$ cat src/rtl/fetch_sequencer_pkg.sv
`default_nettype none
// ============================================================================
// Package  : riscv_fetch_pkg
// Brief    : Shared state encoding and default sizing for the fetch sequencer.
// Revision : 1.0 - initial release
// ============================================================================
package riscv_fetch_pkg;

    localparam int unsigned PC_W_DEF     = 8;
    localparam int unsigned INSTR_W_DEF  = 32;
    localparam int unsigned PC_STEP_DEF  = 4;
    localparam logic [7:0]  TRAP_VEC_DEF = 8'hF0;

    typedef enum logic [2:0] {
        IDLE   = 3'd0,
        FETCH  = 3'd1,
        WAIT   = 3'd2,
        HOLD   = 3'd3,
        DRAIN  = 3'd4,
        HALTED = 3'd5
    } fetch_state_e;

endpackage
`default_nettype wire

$ cat src/rtl/fetch_out_buf.sv
`default_nettype none
// ============================================================================
// Module   : fetch_out_buf
// Brief    : One-entry valid/ready instruction buffer toward decode, with flush.
// Revision : 1.0 - initial release
// ============================================================================
module fetch_out_buf #(
    parameter int unsigned PC_W    = 8,
    parameter int unsigned INSTR_W = 32
) (
    input  logic               clk,
    input  logic               rst_n,
    input  logic               load_i,
    input  logic               flush_i,
    input  logic               ready_i,
    input  logic [INSTR_W-1:0] instr_i,
    input  logic [PC_W-1:0]    pc_i,
    output logic               valid_o,
    output logic [INSTR_W-1:0] instr_o,
    output logic [PC_W-1:0]    pc_o
);

    logic               valid_q;
    logic [INSTR_W-1:0] instr_q;
    logic [PC_W-1:0]    pc_q;

    // Flush wins over both load and consume so a redirected entry never leaks out.
    always_ff @(posedge clk or negedge rst_n) begin
        if (!rst_n) begin
            valid_q <= 1'b0;
            instr_q <= '0;
            pc_q    <= '0;
        end else begin
            if (flush_i) begin
                valid_q <= 1'b0;
            end else if (load_i) begin
                valid_q <= 1'b1;
            end else if (ready_i) begin
                valid_q <= 1'b0;
            end
            if (load_i) begin
                instr_q <= instr_i;
                pc_q    <= pc_i;
            end
        end
    end

    assign valid_o = valid_q;
    assign instr_o = instr_q;
    assign pc_o    = pc_q;

endmodule
`default_nettype wire

$ cat src/rtl/fetch_sequencer.sv
`default_nettype none
// ============================================================================
// Module   : fetch_sequencer
// Brief    : PC next-value control, imem req/rvalid sequencing and decode buffer.
// Config   : define FETCH_MISALIGN_TRAP_EN to trap misaligned redirect targets.
// Revision : 1.0 - initial release
// ============================================================================
module fetch_sequencer
    import riscv_fetch_pkg::*;
#(
    parameter int unsigned     PC_W     = PC_W_DEF,
    parameter int unsigned     INSTR_W  = INSTR_W_DEF,
    parameter int unsigned     PC_STEP  = PC_STEP_DEF,
    parameter logic [PC_W-1:0] TRAP_VEC = PC_W'(TRAP_VEC_DEF)
) (
    input  logic               clk,
    input  logic               rst_n,
    input  logic [PC_W-1:0]    pc_cur,
    output logic [PC_W-1:0]    pc_next,
    input  logic               redirect_valid,
    input  logic [PC_W-1:0]    redirect_target,
    input  logic               halt,
    output logic               imem_req,
    output logic [PC_W-1:0]    imem_addr,
    input  logic               imem_rvalid,
    input  logic [INSTR_W-1:0] imem_rdata,
    output logic               if_valid,
    output logic [INSTR_W-1:0] if_instr,
    output logic [PC_W-1:0]    if_pc,
    input  logic               if_ready,
`ifdef FETCH_MISALIGN_TRAP_EN
    output logic               misalign_trap,
`endif
    output logic               halted
);

    fetch_state_e    state_q, state_d;
    logic            halt_pend_q;
    logic            w_redir_act;
    logic            w_load;
    logic [PC_W-1:0] w_redir_pc;

    // Redirects only matter while a fetch stream is live.
    assign w_redir_act = redirect_valid &&
                         ((state_q == FETCH) || (state_q == WAIT) ||
                          (state_q == HOLD)  || (state_q == DRAIN));

`ifdef FETCH_MISALIGN_TRAP_EN
    logic w_misaligned;
    assign w_misaligned  = |redirect_target[1:0];
    assign w_redir_pc    = w_misaligned ? TRAP_VEC : redirect_target;
    assign misalign_trap = w_redir_act && w_misaligned;
`else
    assign w_redir_pc    = redirect_target & ~PC_W'(3);
`endif

    always_ff @(posedge clk or negedge rst_n) begin
        if (!rst_n) begin
            state_q     <= IDLE;
            halt_pend_q <= 1'b0;
        end else begin
            state_q <= state_d;
            if (halt) begin
                halt_pend_q <= 1'b1;
            end
        end
    end

    always_comb begin
        state_d  = state_q;
        pc_next  = pc_cur;
        imem_req = 1'b0;
        w_load   = 1'b0;
        case (state_q)
            IDLE: state_d = FETCH;
            FETCH: begin
                if (redirect_valid) begin
                    // Request still goes out; its response is discarded in DRAIN.
                    imem_req = 1'b1;
                    pc_next  = w_redir_pc;
                    state_d  = DRAIN;
                end else if (halt_pend_q) begin
                    state_d = HALTED;
                end else begin
                    imem_req = 1'b1;
                    state_d  = WAIT;
                end
            end
            WAIT: begin
                if (redirect_valid) begin
                    pc_next = w_redir_pc;
                    state_d = imem_rvalid ? FETCH : DRAIN;
                end else if (imem_rvalid) begin
                    w_load  = 1'b1;
                    pc_next = pc_cur + PC_W'(PC_STEP);
                    state_d = HOLD;
                end
            end
            HOLD: begin
                if (redirect_valid) begin
                    pc_next = w_redir_pc;
                    state_d = FETCH;
                end else if (if_ready) begin
                    state_d = FETCH;
                end
            end
            DRAIN: begin
                // A response arriving alongside a new redirect still retires the killed request.
                if (redirect_valid) begin
                    pc_next = w_redir_pc;
                end
                if (imem_rvalid) begin
                    state_d = FETCH;
                end
            end
            HALTED:  state_d = HALTED;
            default: state_d = IDLE;
        endcase
    end

    assign imem_addr = pc_cur;
    assign halted    = (state_q == HALTED);

    fetch_out_buf #(
        .PC_W    (PC_W),
        .INSTR_W (INSTR_W)
    ) u_out_buf (
        .clk     (clk),
        .rst_n   (rst_n),
        .load_i  (w_load),
        .flush_i (w_redir_act),
        .ready_i (if_ready),
        .instr_i (imem_rdata),
        .pc_i    (pc_cur),
        .valid_o (if_valid),
        .instr_o (if_instr),
        .pc_o    (if_pc)
    );

endmodule
`default_nettype wire

$ cat config.mk
export PLATFORM = sky130hd
export DESIGN_NAME = fetch_sequencer
export DESIGN_NICKNAME = d
export VERILOG_FILES = /design/src/rtl/fetch_sequencer_pkg.sv /design/src/rtl/fetch_out_buf.sv /design/src/rtl/fetch_sequencer.sv
export SDC_FILE = /design/constraint.sdc
export NUM_CORES = 1
export LEC_CHECK = 0
export CORE_MARGIN = 4
export CORE_UTILIZATION = 40
export CTS_CLUSTER_SIZE = 25
export DETAILED_ROUTE_END_ITERATION = 10
export PLACE_DENSITY = 0.78
export SYNTH_ARGS = -nofsm -noshare
export SYNTH_HDL_FRONTEND = slang
export SYNTH_SLANG_ARGS = --single-unit
$ cat constraint.sdc
create_clock -name clk -period 2 [get_ports clk]
set_clock_uncertainty 0.1 [all_clocks]
set_input_delay 0.4 -clock clk [delete_from_list [all_inputs] [get_ports clk]]
set_output_delay 0.4 -clock clk [all_outputs]
set_load 0.01 [all_outputs]
======== Word-level counts from Yosys, hierarchy flattened ========
Index checks and enable logic that the tools add are counted.
storage, ports and cells
  output and inout port bits .............. 59
  word-level logic and storage cells ...... 44
  register bits after elaboration ......... 45
  input bits .............................. 54
operators by class
  equal/unequal tests ..................... 8
  reduce and logical (&&, ||, !) cells .... 8
  multiplexer cells ....................... 22
  add/sub/neg operators ................... 1
operators with widths
  kind                                                              number
  3-bit two-way mux                                                 8
  8-bit two-way mux                                                 3
  3-bit one-hot mux with 6 select lines                             1
  8-bit one-hot mux with 2 select lines                             1
  1-bit two-way mux                                                 9
  8-bit by 3-bit adder with 8-bit output (second input constant)    1
  3-bit by 2-bit == test with 1-bit output (second input constant)  2
  3-bit == test (second input constant)                             2
  3-bit != test (second input constant)                             2
  3-bit by 1-bit == test with 1-bit output (second input constant)  1
  3-bit zero test                                                   1
  1-bit logical OR                                                  3
  3-bit AND reduction                                               1
  3-bit nonzero test                                                1
  3-bit OR reduction                                                1
  2-bit != test (second input constant)                             1
  1-bit logical AND                                                 1

======== Longest topological paths before layout ========
Gate-level depths: netlist (run 1).
  depth after elaboration ................. 6
  gate-level depth with buffers ........... 6
  depth with buffers taken out ............ 5

======== By module ========
A second synthesis (run 1) with hierarchy kept.
unflattened totals
  cell total of the unflattened synthesis .. 197
  area total of the unflattened synthesis .. 2491.1 sq um
modules (own cells, without submodules)
  module           instances  area an instance (sq um)  seq. area each (sq um)  cells an instance
  fetch_out_buf    1          1729.2                    1026.0                  89
  fetch_sequencer  1          762.0                     100.1                   108

======== Worst setup path after synthesis (run 1) ========
OpenSTA, ideal clock, no wires.
  path kind ............................... input to output
  from .................................... in imem_rvalid
  to ...................................... out pc_next[7]
  stages on the path ...................... 5
  data arrival time ....................... 1.486 ns
  buffers on the path ..................... 1
  slack ................................... 0.014 ns
  required time ........................... 1.500 ns
  cell sequence ........................... buf_2 nand4_1 nor3_1 nor3_1 o41ai_1
on the way
  word-level cells in the longest chain between the ends .. 3
ends and longest elaborated chain
  item                                   RTL line               source
  from (decl)                            fetch_sequencer.sv:25  input logic imem_rvalid,
  8-bit two-way mux                      fetch_sequencer.sv:93  end else if (imem_rvalid) begin
  8-bit two-way mux                      fetch_sequencer.sv:90  if (redirect_valid) begin
  8-bit one-hot mux with 2 select lines  fetch_sequencer.sv:74  case (state_q)
  to (decl)                              fetch_sequencer.sv:19  output logic [PC_W-1:0] pc_next,
Every way passes these cells.

======== Final worst setup path (run 1) ========
  from .................................... reg state_q[2]
  to ...................................... out pc_next[4]
on the way
  word-level cells in the longest chain between the ends .. 3
  elaborated cells on any way between the ends .. 6
  classes of those cells .................. eq/ne (4); mux (1); reduce/logical (1)
ends and longest elaborated chain
  item                                                                    RTL line               source
  from (decl)                                                             fetch_sequencer.sv:37  fetch_state_e state_q, state_d;
  from (signal assigned)                                                  fetch_sequencer.sv:62  state_q <= state_d;
  3-bit by 1-bit == test with 1-bit output, or another cell as far along  fetch_sequencer.sv:74
  3-bit OR reduction (no source line)                                     n/a
  8-bit one-hot mux with 2 select lines (*)                               fetch_sequencer.sv:74
Mark *: on every way between the ends. The rest lies on a longest branch, timed or not.

==> results of run 1 <==
-- per-layer routing --
layer  GRT usage  up-vias
met5           0        -
met1       0.229     1020
met2       0.360       80
met4      0.0647        0
met3      0.0471       13
li1            -      977
-- report_power, final --
group	internal (uW)	switching, uW
combinational	159	103
clock	503	320
sequential	910	0.843
-- cell type report --
cell class | instances | share of cell area
Timing Repair Buffer | 161 | 0.360
Multi-Input combinational cell | 123 | 0.310
Sequential cell | 45 | 0.273
Tap cell | 72 | 0.0218
Clock buffer | 5 | 0.0166
Clock inverter | 3 | 0.0166
Inverter | 3 | 0.00272
-- registers in the layout, summed over array words and instances (netlist names) --
register / flops
halt_pend_q: 1
state_q: 3
u_out_buf.instr_o: 32
u_out_buf.pc_o: 8
u_out_buf.valid_o: 1
-- final timing paths --
path | from | end | cells past startpoint | slack [ns]
setup / recovery | state_q[2] | pc_next[4] | 6 | -0.23
hold / removal | pc_cur[6] | u_out_buf.pc_o[6] | 3 | 0.41
setup reg to reg | state_q[1] | u_out_buf.instr_o[26] | 7 | -0.19
hold reg to reg | u_out_buf.instr_o[30] | u_out_buf.instr_o[30] | 1 | 0.42
max in group asynchronous | rst_n | u_out_buf.instr_o[25] | 3 | 0.79
min in group asynchronous | rst_n | u_out_buf.pc_o[2] | 2 | 0.50
-- per-stage QoR --
step                cells  total power [uW]  worst slack, ns
floorplan             192               997           0.0136
global placement      391              1180           -0.793
detailed placement    391              1190           -0.795
CTS                   407              2010           -0.224
global route          412              2070           -0.313
finish                412              2000           -0.234
-- synthesized netlist by cell type, types with 2 or more instances --
library cell / number / area (sq um)
dfrtp_1: 45 / 1130
inv_1: 3 / 11.3
nand4_1: 3 / 18.8
nor3b_1: 2 / 15.0
a41oi_1: 2 / 17.5
o21a_1: 2 / 15.0
buf_4: 8 / 60.1
clkbuf_1: 4 / 15.0
nor3_1: 3 / 15.0
o41ai_1: 2 / 17.5
nor2_1: 12 / 45.0
mux2_4: 35 / 526
and2_1: 2 / 12.5
nand2_1: 8 / 30.0
o21ai_0: 5 / 25.0
buf_6: 5 / 56.3
nand3_1: 2 / 10.0
buf_2: 4 / 20.0
o221ai_1: 2 / 17.5
nor2b_1: 7 / 43.8
nand2b_1: 5 / 31.3
o32ai_1: 2 / 17.5
a211oi_1: 2 / 15.0
a21oi_1: 3 / 15.0
nand3b_1: 2 / 15.0
mux2_2: 4 / 45.0
a221oi_1: 3 / 26.3
-- what timing repair did --
action | 4_1_cts | 5_1_grt
hold endpoints to repair | 19 | 0
setup buffers | 7 | 5
pin swaps | 5 | 8
setup endpoints to repair | 36 | 44
hold buffers | 1 | 0
resized for setup | 75 | 20
-- logic make-up after synthesis --
group           after synthesis
buf+inv                      24
flops                        45
mux                          40
simple gates                 51
compound gates               29
xor+xnor                      1
fa+ha+maj                     2
-- critical path, cell delays in order, from the launching register on --
cell,delay [ns]
dfrtp_2,0.45
or3_4,0.40
nand3_4,0.08
buf_6,0.13
o32ai_2,0.06
a41oi_1,0.16
buf_2,0.16
==> reports/results.tsv, run 1 <==
metric	value	unit
die width	85.5	microns
final setup vio count	44	
fin nets	394	
Syn Inst Count	192	
final-report hold violation count	0	
Worst Max-Slew Pin Slew	0.599	ns
# IOs	113	
PortBufs	110	
worst endpoint required time	1.50	ns
CTS buffer count	5	
H-tree levels	2	
Post-Syn Nets	247	
Post-Synthesis Cell Area	2400	sq um
Worst-Skew Late Latency	0.30	ns
Crit. End Element	primary output	
initial antenna violation count	0	
vias in the first global route	2242	
vias per std cell	5.07	
Peak Freq	0.448	GHz
kind of critical path	reg2out	
Synth async-reset ratio	1.00	
setup TNS	-6.27	ns
CTS Buffer Depth	2	
CTS sink count	45	
initial drt markers	81	
Pwr Density	482	nW/um^2
vias	2090	
global-route wire length before repair	11.6	mm
RSZ-0062 raised after global routing	true	
post-layout util	0.729	
Post-Synth Adder-Cell Area	0.00937	
Post-Layout Inst Area	4140	sq um
Simple-Gate Fraction of Synth Area	0.122	
CP startpoint kind	flop	
commonest cells after routing, fill and taps aside	clkdlybuf4s50_1, dfrtp_1, buf_4	
share of layout cells above drive strength 1	0.403	
worst min path class	in2reg	
highest metal used	met4	
WP data arrival	1.73	ns
max-cap violation count	0	
violated checks	setup timing	
Fillers	386	
core area	5680	sq um
Post-synth EDFFs	0	
worst-path fanout max	5	
post-route minimum period	2.23	ns
dpl cell area	3750	sq um
Die Span Y	85.5	microns
Area Overhead vs Synth	72.1	%
peak supply drop	394	uV
Site Rows	27	
post-synthesis cell type count	42	
Final Routed Wirelength	7.26	mm
die footprint	7320	sq um
gr ovfl total	0	
area of the multi-input gates	1280	sq um
met3 wire len	558	microns
WL met1	2.76	mm
largest net degree at the start of global routing	37	
setup ws final	-0.234	ns
clock root cell	clkbuf_8	
Clk pin slew, worst setup/hold paths	0.09	ns
Avg Cell Area, Syn	12.5	sq um
Reg area	1130	sq um
Initial Utilization	0.424	
status	finished with violations	
average wire per standard cell	17.6	microns
synthesis-stage register bit count	45	
total track usage	0.199	
Leakage	0.00197	uW
Ant. Diodes	0	
most common cell after layout, fill and taps aside	clkdlybuf4s50_1	
# DRC	0	
XOR/XNOR share of the synthesized area	0.00364	
predominant post-synthesis flop cell	dfrtp_1	
antenna-violating nets left	0	
Slew Viols, Final	0	
largest family of logic cells by synthesized area	multiplexers	
Final period util	1.12	
Final Hold Slack	0.409	ns
multiplexer share of the synthesized area	0.241	
Compound-Gate Fraction of Synth Area	0.0879	
hpwl dp	5.19	mm
Yosys Warn Count	0	
Detailed Routing Iterations Pass 1	4	
Met2 Wirelength	3.78	mm
Worst slew margin	0.601	
register area share after synthesis	0.468	
gp weighted congestion	0.807	
CTS tree	yes	
Note: power is estimated with default switching activity, not from simulation.
==> run 2: changes to the inputs <==
Settings changed: SKIP_LAST_GASP set to 1.
==> reports/results.tsv, run 2 (same netlist as run 1, synthesis figures left out) <==
metric	value	unit
status	finished with violations	
violated checks	setup timing	
commonest cells after routing, fill and taps aside	clkdlybuf4s50_1, dfrtp_1, buf_4	
max-cap violation count	0	
fin nets	394	
Site Rows	27	
final setup vio count	44	
Pwr Density	483	nW/um^2
clock root cell	clkbuf_8	
post-route minimum period	2.24	ns
Flop pwr share	0.456	
CP cell instances	buf_6 > buf_4 > nor4b_4 > buf_4 > nand2_4 > o22ai_4 > a31oi_2 > buf_2	
gr ovfl total	0	
Power Internal	1570	uW
gp weighted congestion	0.807	
Crit-path slowest cell	dfrtp_2	
final-report hold violation count	0	
Worst slew margin	0.601	
initial drt markers	81	
Power Total	2000	uW
Slew Viols, Final	0	
Fillers	387	
CTS Buffer Depth	2	
Worst Max-Slew Pin Slew	0.599	ns
# DRC	0	
die width	85.5	microns
vias per std cell	5.07	
Peak Freq	0.446	GHz
Clk pin slew, worst setup/hold paths	0.09	ns
Psw	425	uW
worst r2r src	state_q[1]	
die footprint	7320	sq um
worst-path fanout max	5	
hpwl dp	5.19	mm
CP startpoint	state_q[1]	
Worst-Skew Late Latency	0.30	ns
CP peak stage delay	0.46	ns
power share of the clock group	0.412	
largest net degree at the start of global routing	37	
peak supply drop	394	uV
Switching Fraction	0.213	
CTS tree	yes	
core area	5680	sq um
setup ws final	-0.244	ns
Area Overhead vs Synth	72.0	%
post-layout util	0.729	
Final Routed Wirelength	7.26	mm
Comb power frac	0.131	
# IOs	113	
Ant. Diodes	0	
worst endpoint required time	1.50	ns
PortBufs	110	
CP startpoint kind	flop	
vias in the first global route	2242	
average wire per standard cell	17.6	microns
Leakage	0.00197	uW
vias	2087	
antenna-violating nets left	0	
CTS buffer count	5	
Final period util	1.12	
global-route wire length before repair	11.6	mm
most common cell after layout, fill and taps aside	clkdlybuf4s50_1	
worst min path class	in2reg	
kind of critical path	reg2out	
Crit path top cell by count	buf_4	
Hold Path Origin	pc_cur[6]	
Crit. End Element	primary output	
Detailed Routing Iterations Pass 1	4	
initial antenna violation count	0	
H-tree levels	2	
CTS sink count	45	
Die Span Y	85.5	microns
WP data arrival	1.74	ns
Initial Utilization	0.424	
share of layout cells above drive strength 1	0.403	
max FFs per register	32	
total track usage	0.199	
RSZ-0062 raised after global routing	true	
## run 2: cell counts in the layout (fill, tap and decap cells not counted)
Identical to the previous run, type by type.
## run 2: path summary, 6_finish.rpt
check / end / slack (ns) / cells past startpoint
max: pc_next[2] / -0.24 / 8
min: u_out_buf.pc_o[6] / 0.41 / 3
max reg2reg: u_out_buf.instr_o[26] / -0.20 / 7
min reg2reg: u_out_buf.instr_o[30] / 0.42 / 1
max in group asynchronous: u_out_buf.instr_o[25] / 0.79 / 3
min in group asynchronous: u_out_buf.pc_o[2] / 0.50 / 2
## run 2: through the flow
stage / TNS, ns / worst slack (ns) / instance area (sq um) / cells / hold slack, ns
after global routing: -9.99 / -0.323 / 4140 / 412 / 0.427
after floorplan: 0 / 0.0136 / 2400 / 192 / 0.00441
after CTS: -5.48 / -0.224 / 4010 / 407 / 0.420
after detailed placement: -18.46 / -0.795 / 3750 / 391 / 0.290
after global placement: -17.55 / -0.793 / 3750 / 391 / 0.287
final: -6.87 / -0.244 / 4140 / 412 / 0.409
## run 2: per-layer routing
layer | track usage | wire [microns] | vias up
met3 | 0.0471 | 558 | 13
met4 | 0.0647 | 153 | 0
li1 | - | - | 977
met2 | 0.360 | 3780 | 80
met5 | 0 | 0 | -
met1 | 0.229 | 2760 | 1017
## run 2: cell type report
class	instances	area, sq um	share of cell area
Tap cell	72	90.1	0.0218
Sequential cell	45	1130	0.273
Timing Repair Buffer	161	1490	0.359
Inverter	3	11.3	0.00272
Multi-Input combinational cell	123	1280	0.310
Clock buffer	5	68.8	0.0166
Clock inverter	3	68.8	0.0166
## run 2: what timing repair did
action	in CTS	in global routing
buffers inserted	7	5
endpoints found under the hold margin	19	0
setup endpoints to repair	36	44
gates resized for setup	75	19
hold buffers	1	0
pin swaps	5	8
## run 2: power by group through the flow
stage               combinational [uW]  sequential (uW)  clock [uW]
CTS                                256              911         840
global placement                   254              929           0
detailed placement                 258              929           0
floorplan                         67.0              930           0
finish                             262              911         824
global route                       282              912         881
## run 2: worst max-delay path: cells and delay by family (launching register included)
kind	cells	cell delay [ns]
AOI/OAI and AO/OA	2	0.21
buffers and inverters	4	0.57
DFF	1	0.46
and+or+nand+nor	2	0.21
==> run 3: changes to the inputs <==
==> constraint.sdc (replaced) <==
create_clock -name clk -period 2 [get_ports clk]
set_clock_uncertainty 0.1 [all_clocks]
set_input_delay 0.3 -clock clk [delete_from_list [all_inputs] [get_ports clk]]
set_output_delay 0.3 -clock clk [all_outputs]
set_load 0.01 [all_outputs]
==> reports/results.tsv, run 3 (same netlist as run 1, synthesis figures left out) <==
metric	value	unit
power share of the clock group	0.334	
max FFs per register	32	
Hold Path Origin	pc_cur[6]	
area of the multi-input gates	1240	sq um
peak supply drop	334	uV
Switching Fraction	0.234	
CTS buffer count	5	
RR Endpoint	u_out_buf.instr_o[28]	
Final period util	1.09	
Comb power frac	0.151	
worst r2r src	state_q[1]	
Final Non-Filler Cells	413	
CTS Buffer Depth	2	
H-tree levels	2	
Ant. Diodes	0	
commonest cells after routing, fill and taps aside	clkdlybuf4s50_1, dfrtp_1, mux2_4, buf_4, buf_6	
die width	85.5	microns
fin nets	395	
worst min path class	in2reg	
vias per std cell	5.01	
vias	2068	
Flop pwr share	0.515	
hpwl dp	4.95	mm
Reg area	1130	sq um
worst endpoint required time	1.60	ns
hold path depth	3	
final-report hold violation count	0	
violated checks	setup timing	
Final Routed Wirelength	7.12	mm
CTS tree	yes	
share of layout cells above drive strength 1	0.393	
core area	5680	sq um
Detailed Routing Iterations Pass 1	4	
Psw	414	uW
final setup vio count	5	
Clk pin slew, worst setup/hold paths	0.09	ns
setup ws final	-0.190	ns
gr ovfl total	0	
PortBufs	110	
setup TNS	-0.679	ns
die footprint	7320	sq um
Die Span Y	85.5	microns
Worst slew margin	0.706	
most common cell after layout, fill and taps aside	clkdlybuf4s50_1	
Area Overhead vs Synth	70.3	%
# DRC	0	
Crit. End Element	primary output	
# IOs	113	
post-layout util	0.722	
clock root cell	clkbuf_8	
Worst Max-Slew Pin Slew	0.441	ns
vias in the first global route	2114	
max-cap violation count	0	
post-route minimum period	2.19	ns
worst-path fanout max	3	
global-route wire length before repair	11.1	mm
Fillers	394	
Slew Viols, Final	0	
initial antenna violation count	1	
Site Rows	27	
CTS sink count	45	
total track usage	0.188	
CP startpoint kind	flop	
Initial Utilization	0.424	
Power Internal	1350	uW
Peak Freq	0.457	GHz
status	finished with violations	
r2r setup slk	0.06	ns
RSZ-0062 raised after global routing	true	
Leakage	0.00199	uW
WP data arrival	1.79	ns
gp weighted congestion	0.802	
average wire per standard cell	17.2	microns
antenna-violating nets left	0	
kind of critical path	reg2out	
Worst-Skew Late Latency	0.30	ns
largest net degree at the start of global routing	46	
initial drt markers	51	
Pwr Density	432	nW/um^2
worst hold endpoint	u_out_buf.pc_o[6]	
dpl cells	390	
Worst R2R Path Depth	6	
[run 3: cell types whose count changed in the layout (fill, tap and decap cells not counted), moves of 2 or more]
| cell | change |
|---|---|
| a221oi_1 | +2 |
| buf_4 | -5 |
| buf_6 | +6 |
| bufinv_16 | -2 |
| dlygate4sd2_1 | -4 |
| dlymetal6s2s_1 | +3 |
[run 3: stage by stage]
stage,area [sq um],worst slack [ns],total power [uW],hold WS (ns)
3_5_place_dp,3740,-0.588,1190,0.210
6_report,4100,-0.190,1770,0.307
4_1_cts,3920,-0.145,1780,0.398
5_1_grt,4100,-0.254,1850,0.320
2_1_floorplan,2400,0.210,997,-0.0956
3_3_place_gp,3740,-0.605,1180,0.196
[run 3: worst max-delay path by stage]
| stage | to | start | slack (ns) |
|---|---|---|---|
| after CTS | pc_next[4] | state_q[1] | -0.15 |
| final | pc_next[4] | state_q[0] | -0.19 |
| after detailed placement | pc_next[7] | pc_cur[2] | -0.59 |
| after global placement | pc_next[7] | pc_cur[2] | -0.61 |
| after floorplan | pc_next[2] | state_q[0] | 0.21 |
| after global routing | pc_next[4] | state_q[1] | -0.25 |
[run 3: critical path, stage by stage, from the launching register on]
cell	delay (ns)
dfrtp_1	0.43
or3_4	0.44
nand3_4	0.11
buf_6	0.11
o32ai_2	0.08
a41oi_1	0.18
buf_2	0.17
[run 3: what timing repair did]
item	in CTS	in global routing
setup endpoints to repair	10	44
hold buffers	1	0
pin swaps	10	15
gates resized for setup	57	37
buffers inserted	8	7
endpoints found under the hold margin	45	0
[run 3: power by group through the flow]
stage               clock [uW]  combinational [uW]  sequential (uW)
floorplan                    0                67.0              930
global placement             0                 253              929
detailed placement           0                 257              929
CTS                        613                 257              911
global route               648                 286              912
finish                     591                 266              911
[run 3: layer usage]
metal / GRT usage / routed length [microns] / vias up
li1: - / - / 984
met1: 0.245 / 2960 / 991
met2: 0.316 / 3560 / 75
met3: 0.0394 / 428 / 16
met4: 0.0518 / 154 / 2
met5: 0 / 13 / -
[run 3: layout make-up]
type                            instances  share of cell area
Timing Repair Buffer                  162               0.373
Multi-Input combinational cell        123               0.303
Sequential cell                        45               0.276
Tap cell                               72              0.0220
Clock buffer                            6              0.0202
Clock inverter                          2             0.00336
Inverter                                3             0.00275
